File: config.mk
export PLATFORM = sky130hd
export DESIGN_NAME = mem_arbiter
export DESIGN_NICKNAME = d
export VERILOG_FILES = /design/src/rtl/mem_arb_pkg.sv /design/src/rtl/mem_arbiter_rd_return_pipe.sv /design/src/rtl/mem_arbiter.sv
export SDC_FILE = /design/constraint.sdc
export NUM_CORES = 1
export LEC_CHECK = 0
export BUFFER_PORTS_ARGS = -buffer_cell sky130_fd_sc_hd__buf_2
export CELL_PAD_IN_SITES_DETAIL_PLACEMENT = 1
export CELL_PAD_IN_SITES_GLOBAL_PLACEMENT = 1
export CORE_UTILIZATION = 16
export CTS_CLUSTER_DIAMETER = 100
export DETAILED_ROUTE_END_ITERATION = 10
export PLACE_DENSITY = 0.87
export SETUP_SLACK_MARGIN = 0.5
export SLEW_MARGIN = 20
export SYNTH_ARGS = -nofsm -noshare
export SYNTH_HDL_FRONTEND = slang
export SYNTH_SLANG_ARGS = --single-unit
File: constraint.sdc
create_clock -name clk -period 4.4 [get_ports clk]
set_input_delay 0.22 -clock clk [delete_from_list [all_inputs] [get_ports clk]]
set_output_delay 0.22 -clock clk [all_outputs]
set_load 0.01 [all_outputs]
File: src/rtl/mem_arb_pkg.sv
// Shared types and constants for the instruction/data cache memory arbiter.
package mem_arb_pkg;

    typedef enum logic [1:0] {
        IDLE  = 2'd0,
        OWN_I = 2'd1,
        OWN_D = 2'd2
    } own_state_t;

    localparam logic TAG_I = 1'b0;
    localparam logic TAG_D = 1'b1;

    // Bank select lives in word-address bits [2:1].
    localparam int BANK_LO = 1;
    localparam int BANK_HI = 2;

endpackage

File: src/rtl/mem_arbiter_rd_return_pipe.sv
// RD_LAT-deep (valid, owner) shift register that steers returning memory
// read data to the cache controller that issued the read.
module rd_return_pipe
    import mem_arb_pkg::*;
#(
    parameter int RD_LAT = 2,
    parameter int DW     = 16
) (
    input  logic          clk,
    input  logic          rst,
    input  logic          issue_valid,
    input  logic          issue_owner,
    input  logic [DW-1:0] mem_rdata,
    output logic [DW-1:0] ic_rdata,
    output logic          ic_rvalid,
    output logic [DW-1:0] dc_rdata,
    output logic          dc_rvalid
);

    logic [RD_LAT-1:0] vld_reg;
    logic [RD_LAT-1:0] own_reg;
    logic [RD_LAT-1:0] vld_next;
    logic [RD_LAT-1:0] own_next;
    logic              tail_valid;
    logic              tail_owner;

    assign vld_next[0] = issue_valid;
    assign own_next[0] = issue_owner;

    generate
        for (genvar gi = 1; gi < RD_LAT; gi++) begin : g_stage
            assign vld_next[gi] = vld_reg[gi-1];
            assign own_next[gi] = own_reg[gi-1];
        end
    endgenerate

    // Reset drops every in-flight tag, so data arriving afterwards is ignored.
    always_ff @(posedge clk) begin
        if (rst) begin
            vld_reg <= '0;
            own_reg <= '0;
        end else begin
            vld_reg <= vld_next;
            own_reg <= own_next;
        end
    end

    assign tail_valid = vld_reg[RD_LAT-1];
    assign tail_owner = own_reg[RD_LAT-1];

    assign ic_rvalid = tail_valid && (tail_owner == TAG_I);
    assign dc_rvalid = tail_valid && (tail_owner == TAG_D);
    assign ic_rdata  = ic_rvalid ? mem_rdata : '0;
    assign dc_rdata  = dc_rvalid ? mem_rdata : '0;

endmodule

File: src/rtl/mem_arbiter.sv
// Arbitrates the four-bank main memory between I-cache and D-cache with bank
// busy checks, bus locking and read-return steering. MEM_ARB_RR_EN selects round-robin tie-break.
module mem_arbiter
    import mem_arb_pkg::*;
#(
    parameter int AW     = 16,
    parameter int DW     = 16,
    parameter int RD_LAT = 2
) (
    input  logic          clk,
    input  logic          rst,
    input  logic          ic_rd,
    input  logic          ic_lock,
    input  logic [AW-1:0] ic_addr,
    output logic          ic_gnt,
    output logic [DW-1:0] ic_rdata,
    output logic          ic_rvalid,
    input  logic          dc_rd,
    input  logic          dc_wr,
    input  logic          dc_lock,
    input  logic [AW-1:0] dc_addr,
    input  logic [DW-1:0] dc_wdata,
    output logic          dc_gnt,
    output logic [DW-1:0] dc_rdata,
    output logic          dc_rvalid,
    output logic          mem_rd,
    output logic          mem_wr,
    output logic [AW-1:0] mem_addr,
    output logic [DW-1:0] mem_wdata,
    input  logic [DW-1:0] mem_rdata,
    input  logic [3:0]    mem_busy,
    input  logic          mem_stall,
    input  logic          mem_err,
    output logic          err
);

    own_state_t state_reg;
    own_state_t state_next;
    logic       ic_elig;
    logic       dc_elig;
    logic       dc_conflict;
    logic       tie_to_d;
    logic       err_reg;

    // A simultaneous read+write from the D-cache is malformed and never granted.
    assign dc_conflict = dc_rd && dc_wr;
    assign ic_elig = ic_rd && !mem_stall && !mem_busy[ic_addr[BANK_HI:BANK_LO]];
    assign dc_elig = (dc_rd || dc_wr) && !dc_conflict && !mem_stall
                     && !mem_busy[dc_addr[BANK_HI:BANK_LO]];

`ifdef MEM_ARB_RR_EN
    logic last_d_reg;

    always_ff @(posedge clk) begin
        if (rst) begin
            last_d_reg <= TAG_I;
        end else if (ic_gnt || dc_gnt) begin
            last_d_reg <= dc_gnt;
        end
    end

    assign tie_to_d = (last_d_reg == TAG_I);
`else
    assign tie_to_d = 1'b1;
`endif

    always_ff @(posedge clk) begin
        if (rst) begin
            state_reg <= IDLE;
        end else begin
            state_reg <= state_next;
        end
    end

    always_comb begin
        ic_gnt     = 1'b0;
        dc_gnt     = 1'b0;
        state_next = state_reg;
        case (state_reg)
            IDLE: begin
                if (ic_elig && dc_elig) begin
                    dc_gnt = tie_to_d;
                    ic_gnt = !tie_to_d;
                end else begin
                    ic_gnt = ic_elig;
                    dc_gnt = dc_elig;
                end
                if (ic_gnt && ic_lock) begin
                    state_next = OWN_I;
                end else if (dc_gnt && dc_lock) begin
                    state_next = OWN_D;
                end
            end
            // The owner may still be granted in the cycle it drops its lock.
            OWN_I: begin
                ic_gnt = ic_elig;
                if (!ic_lock) begin
                    state_next = IDLE;
                end
            end
            OWN_D: begin
                dc_gnt = dc_elig;
                if (!dc_lock) begin
                    state_next = IDLE;
                end
            end
            default: state_next = IDLE;
        endcase
    end

    assign mem_rd    = ic_gnt || (dc_gnt && dc_rd);
    assign mem_wr    = dc_gnt && dc_wr;
    assign mem_addr  = ic_gnt ? ic_addr : (dc_gnt ? dc_addr : '0);
    assign mem_wdata = dc_gnt ? dc_wdata : '0;

    // An error during an in-flight read is also signalled on mem_err, so one term covers both.
    always_ff @(posedge clk) begin
        if (rst) begin
            err_reg <= 1'b0;
        end else if (mem_err || dc_conflict) begin
            err_reg <= 1'b1;
        end
    end

    assign err = err_reg;

    rd_return_pipe #(
        .RD_LAT (RD_LAT),
        .DW     (DW)
    ) u_rd_return_pipe (
        .clk         (clk),
        .rst         (rst),
        .issue_valid (mem_rd),
        .issue_owner (dc_gnt ? TAG_D : TAG_I),
        .mem_rdata   (mem_rdata),
        .ic_rdata    (ic_rdata),
        .ic_rvalid   (ic_rvalid),
        .dc_rdata    (dc_rdata),
        .dc_rvalid   (dc_rvalid)
    );

endmodule

# After elaboration in Yosys (flattened, before gate mapping)
# Cells that the tools add are included.
dict set report op_classes {
  n_addsub 0
  n_mul 0
  n_div 0
  order_cmp 2
  eq_ne 5
  n_shift 0
  mux 21
  bitwise_logic 1
  n_reduce_logical 22
}
# cell n
set op_table {}
lappend op_table {{two-way mux 16 bit} 5}
lappend op_table {{logical AND 1 bit} 13}
lappend op_table {{two-way mux 2 bit} 4}
lappend op_table {{two-way mux 1 bit} 7}
lappend op_table {{less-than comparator 2 x 3 -> 1 bit (second input constant)} 2}
lappend op_table {{one-hot mux 2 bit (3 select lines)} 1}
lappend op_table {{binary-select mux 1 bit (select 2 bit)} 2}
lappend op_table {{zero test 1 bit} 4}
lappend op_table {{inequality test 2 bit (second input constant)} 2}
lappend op_table {{one-hot mux 1 bit (2 select lines)} 2}
lappend op_table {{logical OR 1 bit} 3}
lappend op_table {{inequality test 3 bit (second input constant)} 1}
lappend op_table {{AND reduction 3 bit} 1}
lappend op_table {{equality test 2 x 1 -> 1 bit (second input constant)} 1}
lappend op_table {{equality test 2 bit (second input constant)} 1}
lappend op_table {{zero test 2 bit} 1}
lappend op_table {{inverter 1 bit} 1}
dict set report word_totals {
  regBits 7
  latch_bits 0
  ramBits 0
  mem_bits_ro 0
  in_bits 77
  out_inout_bits 71
  word_cells 55
  memories 0
}

# Longest topological paths before layout
# Gate-level depths: netlist (run 1).
dict set report depth {
  depth_word 12
  mapped_depth 7
  ltp_nobuf 6
}

# Hierarchy
# A second synthesis (run 1) with hierarchy kept.
dict set report unflattened {
  cells_unflattened 117
  area_unflattened_um2 954.7
}
# module instances cells_per_inst area_each_um2
set modules_own_cells {}
lappend modules_own_cells {mem_arbiter 1 69 566.8}
lappend modules_own_cells {rd_return_pipe 1 48 387.9}

# Worst setup path after synthesis (run 1)
# No wires, ideal clock.
dict set report synth_timing {
  kind {input -> output}
  start {in dc_rd}
  end {out mem_addr[10]}
  t_arrival_ns 1.724
  required_ns 4.180
  setup_slack_ns 2.456
  path_stages 7
  n_path_buf 1
  cell_sequence {ha_1 > and3b_1 > a22o_1 > a221o_1 > clkinv_2 > buf_6 > a22o_1}
}
dict set report synth_between {
  elab_cells_between_ends 15
  cone_classes {8 x mux; 7 x reduce/logical}
}
# element line_no
set synth_rtl {}
lappend synth_rtl {{start, declared} mem_arbiter.sv:18} ;# input logic dc_rd,
lappend synth_rtl {{logical AND 1 bit} mem_arbiter.sv:46} ;# assign dc_conflict = dc_rd && dc_wr;
lappend synth_rtl {{zero test 1 bit} mem_arbiter.sv:48} ;# assign dc_elig = (dc_rd || dc_wr) && !dc_conflict && !mem_stall
lappend synth_rtl {{logical AND 1 bit * (2 in series)} mem_arbiter.sv:48}
lappend synth_rtl {{logical AND 1 bit *} mem_arbiter.sv:49} ;# && !mem_busy[dc_addr[BANK_HI:BANK_LO]];
lappend synth_rtl {{logical AND 1 bit *} mem_arbiter.sv:81} ;# if (ic_elig && dc_elig) begin
lappend synth_rtl {{two-way mux 1 bit *} mem_arbiter.sv:81}
lappend synth_rtl {{two-way mux 1 bit *} mem_arbiter.sv:79} ;# case (state_reg)
lappend synth_rtl {{one-hot mux 1 bit (2 select lines) *} mem_arbiter.sv:79}
lappend synth_rtl {{named net ic_gnt} mem_arbiter.sv:15} ;# output logic ic_gnt,
lappend synth_rtl {{two-way mux 16 bit *} mem_arbiter.sv:113} ;# assign mem_addr = ic_gnt ? ic_addr : (dc_gnt ? dc_addr : '0);
lappend synth_rtl {{end, declared} mem_arbiter.sv:28} ;# output logic [AW-1:0] mem_addr,
# The timed path passes the listed nets; every way through them passes the cells marked *. The select of a mux whose other input is x is not followed.

# Worst setup path in the final report (run 1)
dict set report layout_timing {
  start {in dc_rd}
  end {out mem_addr[6]}
}
dict set report layout_between {
  elab_chain_cells 11
  elab_cells_between_ends 15
  cone_classes {8 x mux; 7 x reduce/logical}
}
# element line_no
set layout_lines {}
lappend layout_lines {{logical AND 1 bit} mem_arbiter.sv:46}
lappend layout_lines {{zero test 1 bit} mem_arbiter.sv:48}
lappend layout_lines {{logical AND 1 bit * (2 in series)} mem_arbiter.sv:48}
lappend layout_lines {{logical AND 1 bit *} mem_arbiter.sv:49}
lappend layout_lines {{logical AND 1 bit} mem_arbiter.sv:81}
lappend layout_lines {{two-way mux 1 bit} mem_arbiter.sv:81}
lappend layout_lines {{two-way mux 1 bit} mem_arbiter.sv:79}
lappend layout_lines {{one-hot mux 1 bit (2 select lines)} mem_arbiter.sv:79}
lappend layout_lines {{two-way mux 16 bit} mem_arbiter.sv:113}
lappend layout_lines {{two-way mux 16 bit *} mem_arbiter.sv:113}
# Mark *: on every way between the ends. The rest lies on a longest branch, timed or not. The select of a mux whose other input is x is not followed.

==> insert_results.sql, run 1 <==
INSERT INTO impl_metrics (metric_group, metric, value, unit) VALUES
('placed_design', 'placed_cells', '319', ''),
('synth', 'syn_area', '843', 'µm²'),
('die', 'top_level_ports', '148', ''),
('worst_setup_path', 'crit_path_end_kind', 'output pin', ''),
('cts', 'postCtsSetupBuffers', '0', ''),
('drt', 'drcViolationCount', '0', ''),
('pwr', 'seq_power_share', '0.257', ''),
('cts', 'tritoncts', 'yes', ''),
('pwr', 'p_int', '186', 'µW'),
('cts', 'numCtsBuffers', '3', ''),
('worst_setup_path', 'critical_path.endpoint', 'mem_addr[6]', ''),
('placed_design', 'gp_congestion', '0.781', ''),
('sta', 'setup_viol', '0', ''),
('die', 'die_h', '74.6', 'µm'),
('die', 'fp.dieW', '74.6', 'µm'),
('cts', 'max-clock-path-buffers', '2', ''),
('pwr', 'pwr-share-clk', '0.340', ''),
('sta', 'timing_hold_violations_final', '0', ''),
('worst_setup_path', 'start_kind', 'input port', ''),
('die', 'die-area', '5570', 'µm²'),
('cts', 'clkSinkCount', '7', ''),
('placed_design', 'place_hpwl', '3220', 'µm'),
('sta', 'slew_viol_final', '0', ''),
('sta', 'maxClockFrequency', '397', 'MHz'),
('placed_design', 'placement.io_buffers', '147', ''),
('layout', 'area.sequential', '140', 'µm²'),
('global_routing', 'global_route.peak_usage_layer', 'met2', ''),
('sta', 'tightest_slew', '0.764', 'ns'),
('run', 'max_cap_viol_count', '0', ''),
('layout', 'final_layout_size_suffix_gt1_frac', '0.597', ''),
('global_routing', 'grt_util_met3', '0.0461', ''),
('worst_setup_path', 'crit_fanout', '22', ''),
('sta', 'final_min_period_over_clock_period', '0.573', ''),
('sta', 'skew_final', '0.000309', 'ns'),
('pwr', 'pwr_density_cell', '162', 'nW/µm²'),
('worst_hold_path', 'worst_hold_path_stage_count', '3', ''),
('die', 'start_util', '0.165', ''),
('synth', 'postSynthCellCount', '112', ''),
('worst_setup_path', 'data_arrival_time_of_the_critical_path', '2.30', 'ns'),
('sta', 'post_route_minimum_period', '2.52', 'ns'),
('drt', 'routed_wire_length_per_instance', '11.7', 'µm'),
('layout', 'stdcell_count', '323', ''),
('cts', 'number_of_buffers_inserted_by_hold_repair_at_cts', '0', ''),
('global_routing', 'number_of_antenna_violations_at_the_first_check_in_global_routing', '0', ''),
('worst_hold_path', 'worst_hold_path_type', 'in2reg', ''),
('worst_setup_path', 'critPathKind', 'in2out', ''),
('worst_setup_path', 'cell_depth_of_the_worst_flop_to_flop_path', '3', ''),
('global_routing', 'globalRoute.totalOverflow', '0', ''),
('cts', 'clkLatencyLatePin', '0.23', 'ns'),
('worst_setup_path', 'reg2reg_from', 'state_reg[0]', ''),
('drt', 'routed_via_density', '4.34', ''),
('drt', 'firstDrtPassIters', '4', ''),
('layout', 'fillCellCount', '678', ''),
('pwr', 'power.static_leakage', '1.17', 'nW'),
('layout', 'synth_to_final_area_change', '97.3', '%'),
('outcome', 'status', 'completed', ''),
('die', 'std_cell_rows', '26', ''),
('worst_setup_path', 'required_time_reported_for_the_critical_path_endpoint', '4.18', 'ns'),
('worst_setup_path', 'rrSetupSlack', '2.87', 'ns'),
('synth', 'synth-warning-count', '0', ''),
('global_routing', 'global_route_wire_length_before_repair', '5420', 'µm'),
('layout', 'multi_input_comb_area', '647', 'µm²'),
('synth', 'count_of_cell_types_in_the_netlist', '24', ''),
('global_routing', 'maximum_number_of_pins_on_one_net_before_global_route_repair', '23', ''),
('global_routing', 'groute.layer.met2.usage', '0.249', ''),
('pwr', 'comb_power_share', '0.403', ''),
('synth', 'synth-seq-cells', '7', ''),
('pwr', 'total_switching_power', '82.7', 'µW'),
('sta', 'timing.hold.ws', '0.237', 'ns'),
('pwr', 'power.ir.vdd_worst', '0.122', 'mV'),
('synth', 'syn-num-nets', '190', '');
==> placed cells by master, fill, tap and decap left out, types with 2 or more instances in the layout <==
| cell type | instances |
|---|---|
| buf_2 | 147 |
| nor3b_1 | 2 |
| mux2i_1 | 4 |
| nor2b_1 | 4 |
| a22o_1 | 16 |
| dfxtp_1 | 7 |
| nand2_1 | 2 |
| nor2_1 | 3 |
| clkbuf_8 | 3 |
| a21oi_1 | 2 |
| and2_1 | 18 |
| and3_1 | 33 |
==> through the flow <==
step	util	setup slack (ns)	power, mW	cell area (µm²)
global route	0.326	1.69	0.290	1660
finish	0.326	1.88	0.269	1660
global placement	0.317	1.99	0.176	1620
floorplan	-	2.46	0.119	843
CTS	0.326	1.88	0.273	1660
detailed placement	0.317	1.89	0.180	1620
==> per-layer routing <==
layer / up-vias / routed length, µm
li1: 699 / -
met1: 599 / 1410
met2: 98 / 1860
met3: 6 / 456
met5: - / 0
met4: 0 / 48
==> Yosys cell counts <==
master	number	area (µm²)
nor3b_1	2	15.0
a32o_1	1	10.0
nand3_1	1	5.00
mux2i_1	4	40.0
a21oi_1	2	10.0
a22o_1	16	140
and2_1	18	113
nor2b_1	4	25.0
nor3_1	1	5.00
nor2_1	3	11.3
and3b_1	1	8.76
and3_1	33	206
ha_1	1	12.5
nand2_1	2	7.51
dfxtp_1	7	140
nand4b_1	1	8.76
clkbuf_1	7	26.3
inv_1	1	3.75
clkinv_2	1	5.00
a221o_1	1	10.0
o211a_1	1	10.0
nor4b_1	1	8.76
buf_6	1	11.3
buf_2	2	10.0
==> cell type report <==
class,count,share of cell area
Tap cell,70,0.0526
Multi-Input combinational cell,93,0.389
Clock buffer,4,0.0271
Timing Repair Buffer,147,0.442
Inverter,2,0.00526
Sequential cell,7,0.0842
==> power by group through the flow <==
stage | Sequential [mW] | Clock, mW | Combinational [mW]
after floorplan | 0.0691 | 0 | 0.0501
after global placement | 0.0701 | 0 | 0.106
after detailed placement | 0.0702 | 0 | 0.110
after CTS | 0.0691 | 0.0943 | 0.110
after global routing | 0.0696 | 0.100 | 0.120
final | 0.0691 | 0.0915 | 0.108
==> logic make-up after synthesis <==
family | synth area share
multiplexers | 0.0475
buffers and inverters | 0.0668
AO/OA/AOI/OAI | 0.214
flip-flops | 0.166
AND/OR/NAND/NOR | 0.491
adder cells (fa/ha/maj) | 0.0148
==> how the worst min path moves through the flow <==
stage / startpoint / to / slack [ns]
detailed placement: u_rd_return_pipe.own_reg[0] / u_rd_return_pipe.own_reg[1] / 0.43
global route: ic_lock / state_reg[0] / 0.23
CTS: ic_lock / state_reg[0] / 0.23
floorplan: rst / u_rd_return_pipe.vld_reg[0] / 0.29
global placement: u_rd_return_pipe.own_reg[0] / u_rd_return_pipe.own_reg[1] / 0.42
finish: mem_err / err / 0.24
==> worst max-delay path, stage by stage <==
cell     delay (ns)
buf_2          0.11
ha_1           0.27
nor3b_1        0.19
a22o_1         0.54
and2_1         0.60
a22o_1         0.24
buf_2          0.13
No activity file was read; power rests on OpenSTA's default activity.
==> run 2: changes to the inputs <==
--- a/config.mk
+++ b/config.mk
@@ -5,13 +5,14 @@
 export SDC_FILE = /design/constraint.sdc
 export NUM_CORES = 1
 export LEC_CHECK = 0
+export ABC_AREA = 1
 export BUFFER_PORTS_ARGS = -buffer_cell sky130_fd_sc_hd__buf_2
 export CELL_PAD_IN_SITES_DETAIL_PLACEMENT = 1
 export CELL_PAD_IN_SITES_GLOBAL_PLACEMENT = 1
-export CORE_UTILIZATION = 16
+export CORE_UTILIZATION = 14
 export CTS_CLUSTER_DIAMETER = 100
 export DETAILED_ROUTE_END_ITERATION = 10
-export PLACE_DENSITY = 0.87
+export PLACE_DENSITY = 0.78
 export SETUP_SLACK_MARGIN = 0.5
 export SLEW_MARGIN = 20
 export SYNTH_ARGS = -nofsm -noshare
==> constraint.sdc (replaced) <==
create_clock -name clk -period 2.1 [get_ports clk]
set_input_delay 0.105 -clock clk [delete_from_list [all_inputs] [get_ports clk]]
set_output_delay 0.105 -clock clk [all_outputs]
set_load 0.01 [all_outputs]
==> run 2 against run 1 <==
  * Core utilization down 4.8 points
  * Clock power increased by 100%
  * Clock skew increased by 0.0017 ns
  * Non-clock buffer count grew 2
  * Setup slack worse by 1.3 ns
  * Sequential share of layout area is 1.1 points lower
  * Die area grew 36%
  * Sequential power up 110%
  * Count of clock-buffer cells in the layout did not move
  * Synthesized cell count up 80%
  * Worst hold slack worse by 0.12 ns
  * Critical path depth is 3 higher
  * Critical path type unchanged
  * Largest cell class unchanged
  * Largest power group unchanged
==> insert_results.sql, run 2 <==
INSERT INTO impl_metrics (metric_group, metric, value, unit) VALUES
('die', 'core_area', '6870', 'µm²'),
('synth', 'synth_edf_count', '0', ''),
('sta', 'timing_hold_violations_final', '0', ''),
('sta', 'final_min_period_over_clock_period', '0.712', ''),
('pwr', 'power.static_leakage', '1.38', 'nW'),
('worst_setup_path', 'critical_path_s_top_delay_family', 'buffers and inverters', ''),
('layout', 'synth_to_final_area_change', '89.3', '%'),
('worst_setup_path', 'slowest_delay', '0.27', 'ns'),
('global_routing', 'groute.layer.met2.usage', '0.228', ''),
('synth', 'fraction_of_registers_with_async_set_or_reset_after_synthesis', '0', ''),
('global_routing', 'maximum_number_of_pins_on_one_net_before_global_route_repair', '20', ''),
('synth', 'cells_taking_the_most_area_after_synthesis', 'inv_1 (25%), nor2_1 (22%), dfxtp_1 (14%)', ''),
('pwr', 'report.power.total', '595', 'µW'),
('die', 'die_h', '86.9', 'µm'),
('global_routing', 'globalRoute.totalOverflow', '0', ''),
('synth', 'syn_area', '1010', 'µm²'),
('sta', 'post_route_minimum_period', '1.49', 'ns'),
('drt', 'routed_wire_length_per_instance', '9.70', 'µm'),
('global_routing', 'number_of_global_route_vias_before_repair', '1493', ''),
('layout', 'insertedDiodeCount', '0', ''),
('placed_design', 'placement.io_buffers', '147', ''),
('worst_setup_path', 'data_arrival_time_of_the_critical_path', '1.39', 'ns'),
('cts', 'max-clock-path-buffers', '2', ''),
('synth', 'synth-seq-cells', '7', ''),
('worst_setup_path', 'critPathKind', 'in2out', ''),
('run', 'max_cap_viol_count', '0', ''),
('die', 'fp.dieW', '86.9', 'µm'),
('sta', 'maxClockFrequency', '669', 'MHz'),
('layout', 'fillCellCount', '966', ''),
('synth', 'yosys.area.top_type_share', '0.246', ''),
('sta', 'setup_viol', '0', ''),
('synth', 'yosys-top-cells-count', 'inv_1 (66), nor2_1 (60), nand2_1 (28)', ''),
('drt', 'routed_via_density', '3.84', ''),
('sta', 'tns', '0', 'ns'),
('sta', 'skew_final', '0.00196', 'ns'),
('cts', 'tritoncts', 'yes', ''),
('synth', 'synth-warning-count', '0', ''),
('worst_setup_path', 'crit_buf_inv', '5', ''),
('global_routing', 'global_route.peak_usage_layer', 'met2', ''),
('cts', 'number_of_buffers_inserted_by_hold_repair_at_cts', '0', ''),
('synth', 'average_size_of_a_mapped_cell', '4.99', 'µm²'),
('drt', 'firstDrtPassIters', '4', ''),
('synth', 'synth_top_area_cell', 'inv_1', ''),
('cts', 'numCtsBuffers', '3', ''),
('placed_design', 'gp_congestion', '0.768', ''),
('layout', 'finalNetCount', '428', ''),
('outcome', 'status', 'completed', ''),
('die', 'die-area', '7550', 'µm²'),
('synth', 'count_of_cell_types_in_the_netlist', '20', ''),
('global_routing', 'global_route_wire_length_before_repair', '6350', 'µm'),
('die', 'top_level_ports', '148', ''),
('drt', 'antenna_violation_net_count_after_detailed_routing', '0', ''),
('cts', 'clkLatencyLatePin', '0.22', 'ns'),
('global_routing', 'number_of_antenna_violations_at_the_first_check_in_global_routing', '0', ''),
('worst_setup_path', 'crit_fanout', '19', ''),
('drt', 'initialDrtViolationCount', '13', ''),
('cts', 'ctsRootBufferMaster', 'clkbuf_8', ''),
('worst_setup_path', 'cells_along_the_critical_path', 'buf_2 > ha_1 > inv_1 > nor2_4 > nand4_4 > buf_12 > inv_8 > nand2_1 > o21ai_2 > buf_2', ''),
('synth', 'yosys_most_used_dff', 'dfxtp_1', ''),
('sta', 'max_slew_headroom', '0.646', ''),
('layout', 'most-common-layout-cells', 'buf_2 (147), inv_1 (65), nor2_1 (59)', ''),
('cts', 'clk_transition_reported_paths', '0.04', 'ns'),
('worst_setup_path', 'critical_path.most_common_cell', 'buf_2', ''),
('synth', 'yosysSeqAreaShare', '0.139', ''),
('layout', 'layout_commonest_cell', 'buf_2', ''),
('global_routing', 'grt_util_met3', '0.0227', ''),
('drt', 'finalWirelength', '4320', 'µm'),
('placed_design', 'place_hpwl', '3780', 'µm'),
('worst_hold_path', 'worst_hold_path_type', 'in2reg', ''),
('cts', 'ctsHtreeMaxLevel', '1', ''),
('worst_setup_path', 'start_kind', 'input port', ''),
('global_routing', 'grt.met1_usage', '0.0955', ''),
('die', 'std_cell_rows', '30', ''),
('sta', 'tightest_slew', '0.530', 'ns'),
('global_routing', 'gr-usage-all-layers', '0.104', ''),
('drt', 'route.vias.total', '1709', ''),
('worst_setup_path', 'crit_path_end_kind', 'output pin', ''),
('pwr', 'pwr_density_cell', '312', 'nW/µm²'),
('worst_setup_path', 'required_time_reported_for_the_critical_path_endpoint', '2.00', 'ns'),
('drt', 'drcViolationCount', '0', ''),
('sta', 'slew_viol_final', '0', ''),
('die', 'start_util', '0.147', ''),
('synth', 'postSynthCellCount', '202', ''),
('worst_setup_path', 'critical_path.slowest_cell', 'ha_1', ''),
('cts', 'clkSinkCount', '7', ''),
('synth', 'syn-num-nets', '280', ''),
('sta', 'grt_setup_unrepaired', 'no', ''),
('pwr', 'power.ir.vdd_worst', '0.152', 'mV'),
('layout', 'final_layout_size_suffix_gt1_frac', '0.476', ''),
('synth', 'synthMostInstantiatedCell', 'inv_1', '');
run 2: changes by cell type after synthesis, moves of 5 or more:
cell / change
nand2_1: +26
and2_1: -18
o21ai_2: +8
clkbuf_1: -5
a22o_1: -16
and3_1: -33
nor2_1: +57
nand3_1: +8
inv_1: +65
o21ai_0: +7
run 2: stage by stage:
step | area, µm² | hold WS, ns | utilization | cells | setup slack (ns)
detailed placement | 1820 | 0.322 | 0.265 | 440 | 0.415
global placement | 1820 | 0.319 | 0.265 | 440 | 0.487
global route | 1910 | 0.154 | 0.278 | 445 | 0.495
finish | 1910 | 0.118 | 0.278 | 445 | 0.605
CTS | 1880 | 0.116 | 0.274 | 444 | 0.527
floorplan | 1010 | 0.165 | - | 202 | 0.793
run 2: path summary, 6_finish.rpt:
kind	startpoint	to	slack (ns)	depth (start not counted)
min reg2reg	u_rd_return_pipe.vld_reg[0]	u_rd_return_pipe.vld_reg[1]	0.40	2
min	mem_err	err	0.12	3
max	dc_rd	mem_addr[11]	0.61	10
max reg2reg	state_reg[0]	u_rd_return_pipe.vld_reg[0]	1.07	4
run 2: cell type report:
cell class / instances / area, µm² / share of cell area
Clock buffer: 4 / 45.0 / 0.0236
Inverter: 67 / 259 / 0.136
Multi-Input combinational cell: 122 / 582 / 0.305
Sequential cell: 7 / 140 / 0.0734
Tap cell: 96 / 120 / 0.0629
Timing Repair Buffer: 149 / 763 / 0.400
run 2: tightest hold or removal path: stages:
cell and delay (ns):
buf_2 0.07, nor3_1 0.04, nor2_1 0.08
run 2: layer usage:
metal	routed length (µm)	share of wire
met5	0	0
met4	17	0.0039
met3	391	0.091
met2	2430	0.56
met1	1480	0.34
run 2: repair_timing:
action / 4_1_cts / 5_1_grt
setup buffers: 0 / 1
resized for setup: 3 / 5
hold endpoints to repair: 0 / 0
pin swaps: 0 / 1
setup endpoints to repair: 17 / 16
run 2: logic make-up after synthesis:
| group | after synthesis | share of synthesized area |
|---|---|---|
| and+or+nand+nor | 102 | 0.408 |
| buffers and inverters | 73 | 0.305 |
| AOI/OAI and AO/OA | 19 | 0.135 |
| DFF | 7 | 0.139 |
| adders and majority gates | 1 | 0.0124 |
run 2: power breakdown:
part	switching [mW]	internal (mW)
sequential	0.00298	0.139
combinational	0.146	0.120
clock	0.0553	0.131
total	0.205	0.390
==> run 3: changes to the inputs <==
--- a/config.mk
+++ b/config.mk
@@ -9,10 +9,10 @@
 export BUFFER_PORTS_ARGS = -buffer_cell sky130_fd_sc_hd__buf_2
 export CELL_PAD_IN_SITES_DETAIL_PLACEMENT = 1
 export CELL_PAD_IN_SITES_GLOBAL_PLACEMENT = 1
-export CORE_UTILIZATION = 14
+export CORE_UTILIZATION = 16
 export CTS_CLUSTER_DIAMETER = 100
 export DETAILED_ROUTE_END_ITERATION = 10
-export PLACE_DENSITY = 0.78
+export PLACE_DENSITY = 0.84
 export SETUP_SLACK_MARGIN = 0.5
 export SLEW_MARGIN = 20
 export SYNTH_ARGS = -nofsm -noshare
==> constraint.sdc (replaced) <==
create_clock -name clk -period 1.45 [get_ports clk]
set_input_delay 0.0725 -clock clk [delete_from_list [all_inputs] [get_ports clk]]
set_output_delay 0.0725 -clock clk [all_outputs]
set_load 0.01 [all_outputs]
==> run 3 against run 2 <==
  * Sequential power grew 46%
  * Sequential share of layout area shrank 2.2 points
  * Global-route usage grew 5.1 points
  * Clock power grew 46%
  * Clock skew shrank 0.0017 ns
  * Combinational power grew 130%
  * Largest power group unchanged
  * Highest routed layer unchanged
==> insert_results.sql, run 3 (same netlist as run 2, synthesis figures left out) <==
INSERT INTO impl_metrics (metric_group, metric, value, unit) VALUES
('drt', 'routed_via_density', '4.17', ''),
('drt', 'finalWirelength', '5780', 'µm'),
('cts', 'clkLatencyLatePin', '0.22', 'ns'),
('die', 'top_level_ports', '148', ''),
('die', 'start_util', '0.168', ''),
('worst_setup_path', 'critPathKind', 'in2out', ''),
('worst_setup_path', 'cells_along_the_critical_path', 'buf_6 > ha_4 > inv_2 > nor2_4 > nand4_4 > buf_12 > buf_16 > nor2_4 > buf_6', ''),
('placed_design', 'placement.io_buffers', '147', ''),
('layout', 'insertedDiodeCount', '0', ''),
('placed_design', 'detailed_place.area', '2020', 'µm²'),
('pwr', 'power.static_leakage', '1.61', 'nW'),
('cts', 'ctsRootBufferMaster', 'clkbuf_8', ''),
('die', 'die-area', '6620', 'µm²'),
('sta', 'max_slew_headroom', '0.855', ''),
('cts', 'numCtsBuffers', '3', ''),
('drt', 'route.vias.total', '1853', ''),
('worst_setup_path', 'start_kind', 'input port', ''),
('pwr', 'power.ir.vdd_worst', '0.211', 'mV'),
('sta', 'grt_setup_unrepaired', 'yes', ''),
('worst_setup_path', 'cell_depth_of_the_worst_flop_to_flop_path', '6', ''),
('cts', 'ctsHtreeMaxLevel', '1', ''),
('worst_hold_path', 'worst_hold_path_type', 'in2reg', ''),
('global_routing', 'maximum_number_of_pins_on_one_net_before_global_route_repair', '20', ''),
('cts', 'tritoncts', 'yes', ''),
('drt', 'antenna_violation_net_count_after_detailed_routing', '0', ''),
('layout', 'fin_area', '2850', 'µm²'),
('global_routing', 'gr-usage-all-layers', '0.154', ''),
('sta', 'timing_hold_violations_final', '0', ''),
('drt', 'routed_wire_length_per_instance', '13.0', 'µm'),
('layout', 'fillCellCount', '751', ''),
('sta', 'tightest_slew', '0.217', 'ns'),
('run', 'max_cap_viol_count', '0', ''),
('cts', 'max-clock-path-buffers', '2', ''),
('worst_setup_path', 'data_arrival_time_of_the_critical_path', '1.28', 'ns'),
('global_routing', 'globalRoute.totalOverflow', '0', ''),
('sta', 'post_route_minimum_period', '1.35', 'ns'),
('cts', 'clk_transition_reported_paths', '0.04', 'ns'),
('outcome', 'status', 'completed', ''),
('pwr', 'pwr_density_cell', '383', 'nW/µm²'),
('global_routing', 'number_of_antenna_violations_at_the_first_check_in_global_routing', '0', ''),
('layout', 'synth_to_final_area_change', '183', '%'),
('sta', 'setup_viol', '0', ''),
('drt', 'initialDrtViolationCount', '21', ''),
('layout', 'final_util', '0.476', ''),
('die', 'core_area', '5990', 'µm²'),
('layout', 'finalNetCount', '448', ''),
('placed_design', 'place_hpwl', '3940', 'µm'),
('worst_setup_path', 'critical_path.slowest_cell', 'ha_4', ''),
('layout', 'layout_commonest_cell', 'buf_2', ''),
('worst_setup_path', 'crit_path_end_kind', 'output pin', ''),
('placed_design', 'gp_congestion', '0.725', ''),
('worst_hold_path', 'worst_hold_path_stage_count', '3', ''),
('drt', 'drcViolationCount', '0', ''),
('die', 'fp.dieW', '81.4', 'µm'),
('sta', 'maxClockFrequency', '740', 'MHz'),
('worst_setup_path', 'slowest_delay', '0.26', 'ns'),
('layout', 'final_layout_size_suffix_gt1_frac', '0.729', ''),
('global_routing', 'number_of_global_route_vias_before_repair', '1820', ''),
('worst_setup_path', 'crit_fanout', '6', ''),
('cts', 'clkSinkCount', '7', ''),
('die', 'std_cell_rows', '28', ''),
('sta', 'slew_viol_final', '0', ''),
('die', 'die_h', '81.4', 'µm'),
('drt', 'firstDrtPassIters', '3', ''),
('layout', 'most-common-layout-cells', 'buf_2 (109), inv_1 (61), buf_6 (41)', ''),
('sta', 'skew_final', '0.000258', 'ns'),
('global_routing', 'global_route_wire_length_before_repair', '7910', 'µm'),
('sta', 'final_min_period_over_clock_period', '0.932', ''),
('cts', 'number_of_buffers_inserted_by_hold_repair_at_cts', '0', ''),
('worst_setup_path', 'required_time_reported_for_the_critical_path_endpoint', '1.38', 'ns');
-- run 3: area by class of cell --
type / count / area [µm²] / share of cell area
inverters: 67 / 278 / 0.0975
repair buffers: 166 / 1270 / 0.446
repair inverters: 3 / 28.8 / 0.0101
multi-input cells: 122 / 985 / 0.345
flip-flops and latches: 7 / 148 / 0.0518
clock buffers: 4 / 45.0 / 0.0158
well taps: 75 / 93.8 / 0.0329
-- run 3: power by group --
group	internal [mW]	switching (mW)	total [mW]	leakage [nW]
clock network	0.190	0.0823	0.272	0.0228
logic	0.291	0.322	0.613	1.53
registers	0.201	0.00636	0.207	0.0593
total	0.681	0.411	1.09	1.61
-- run 3: through the flow --
step | hold WS (ns) | worst slack [ns] | total power, mW | cells | TNS [ns]
floorplan | 0.133 | 0.331 | 0.446 | 202 | 0
global placement | 0.281 | 0.0206 | 0.638 | 423 | 0
detailed placement | 0.296 | -0.0315 | 0.652 | 423 | -0.140
CTS | 0.0590 | 0.125 | 1.02 | 440 | 0
global route | 0.0764 | 0.0462 | 1.17 | 444 | 0
finish | 0.0638 | 0.0990 | 1.09 | 444 | 0
-- run 3: path summary, 6_finish.rpt --
check / startpoint / slack [ns] / to
worst min-delay path: mem_err / 0.06 / err
worst max register to register: state_reg[0] / 0.34 / u_rd_return_pipe.vld_reg[0]
worst max-delay path: dc_rd / 0.1 / mem_wdata[13]
worst min register to register: u_rd_return_pipe.own_reg[0] / 0.39 / u_rd_return_pipe.own_reg[1]
-- run 3: critical path, delay by kind of cell --
family,cells,cell delay [ns]
and+or+nand+nor,3,0.34
adders and majority gates,1,0.26
buffers and inverters,5,0.61
-- run 3: per-layer routing --
layer	GRT usage	vias up	part of all wire	wire, µm
li1	-	905	-	-
met1	0.145	850	0.33	1910
met2	0.318	96	0.56	3260
met3	0.0438	2	0.10	585
met4	0.0375	0	0.0050	29
met5	0	-	0	0
-- run 3: timing repair --
action                                  CTS  global route
buffers inserted                          8             3
gates resized for setup                  55            90
gates cloned                              5             1
endpoints found under the setup margin   71            74
pin swaps                                 5             6
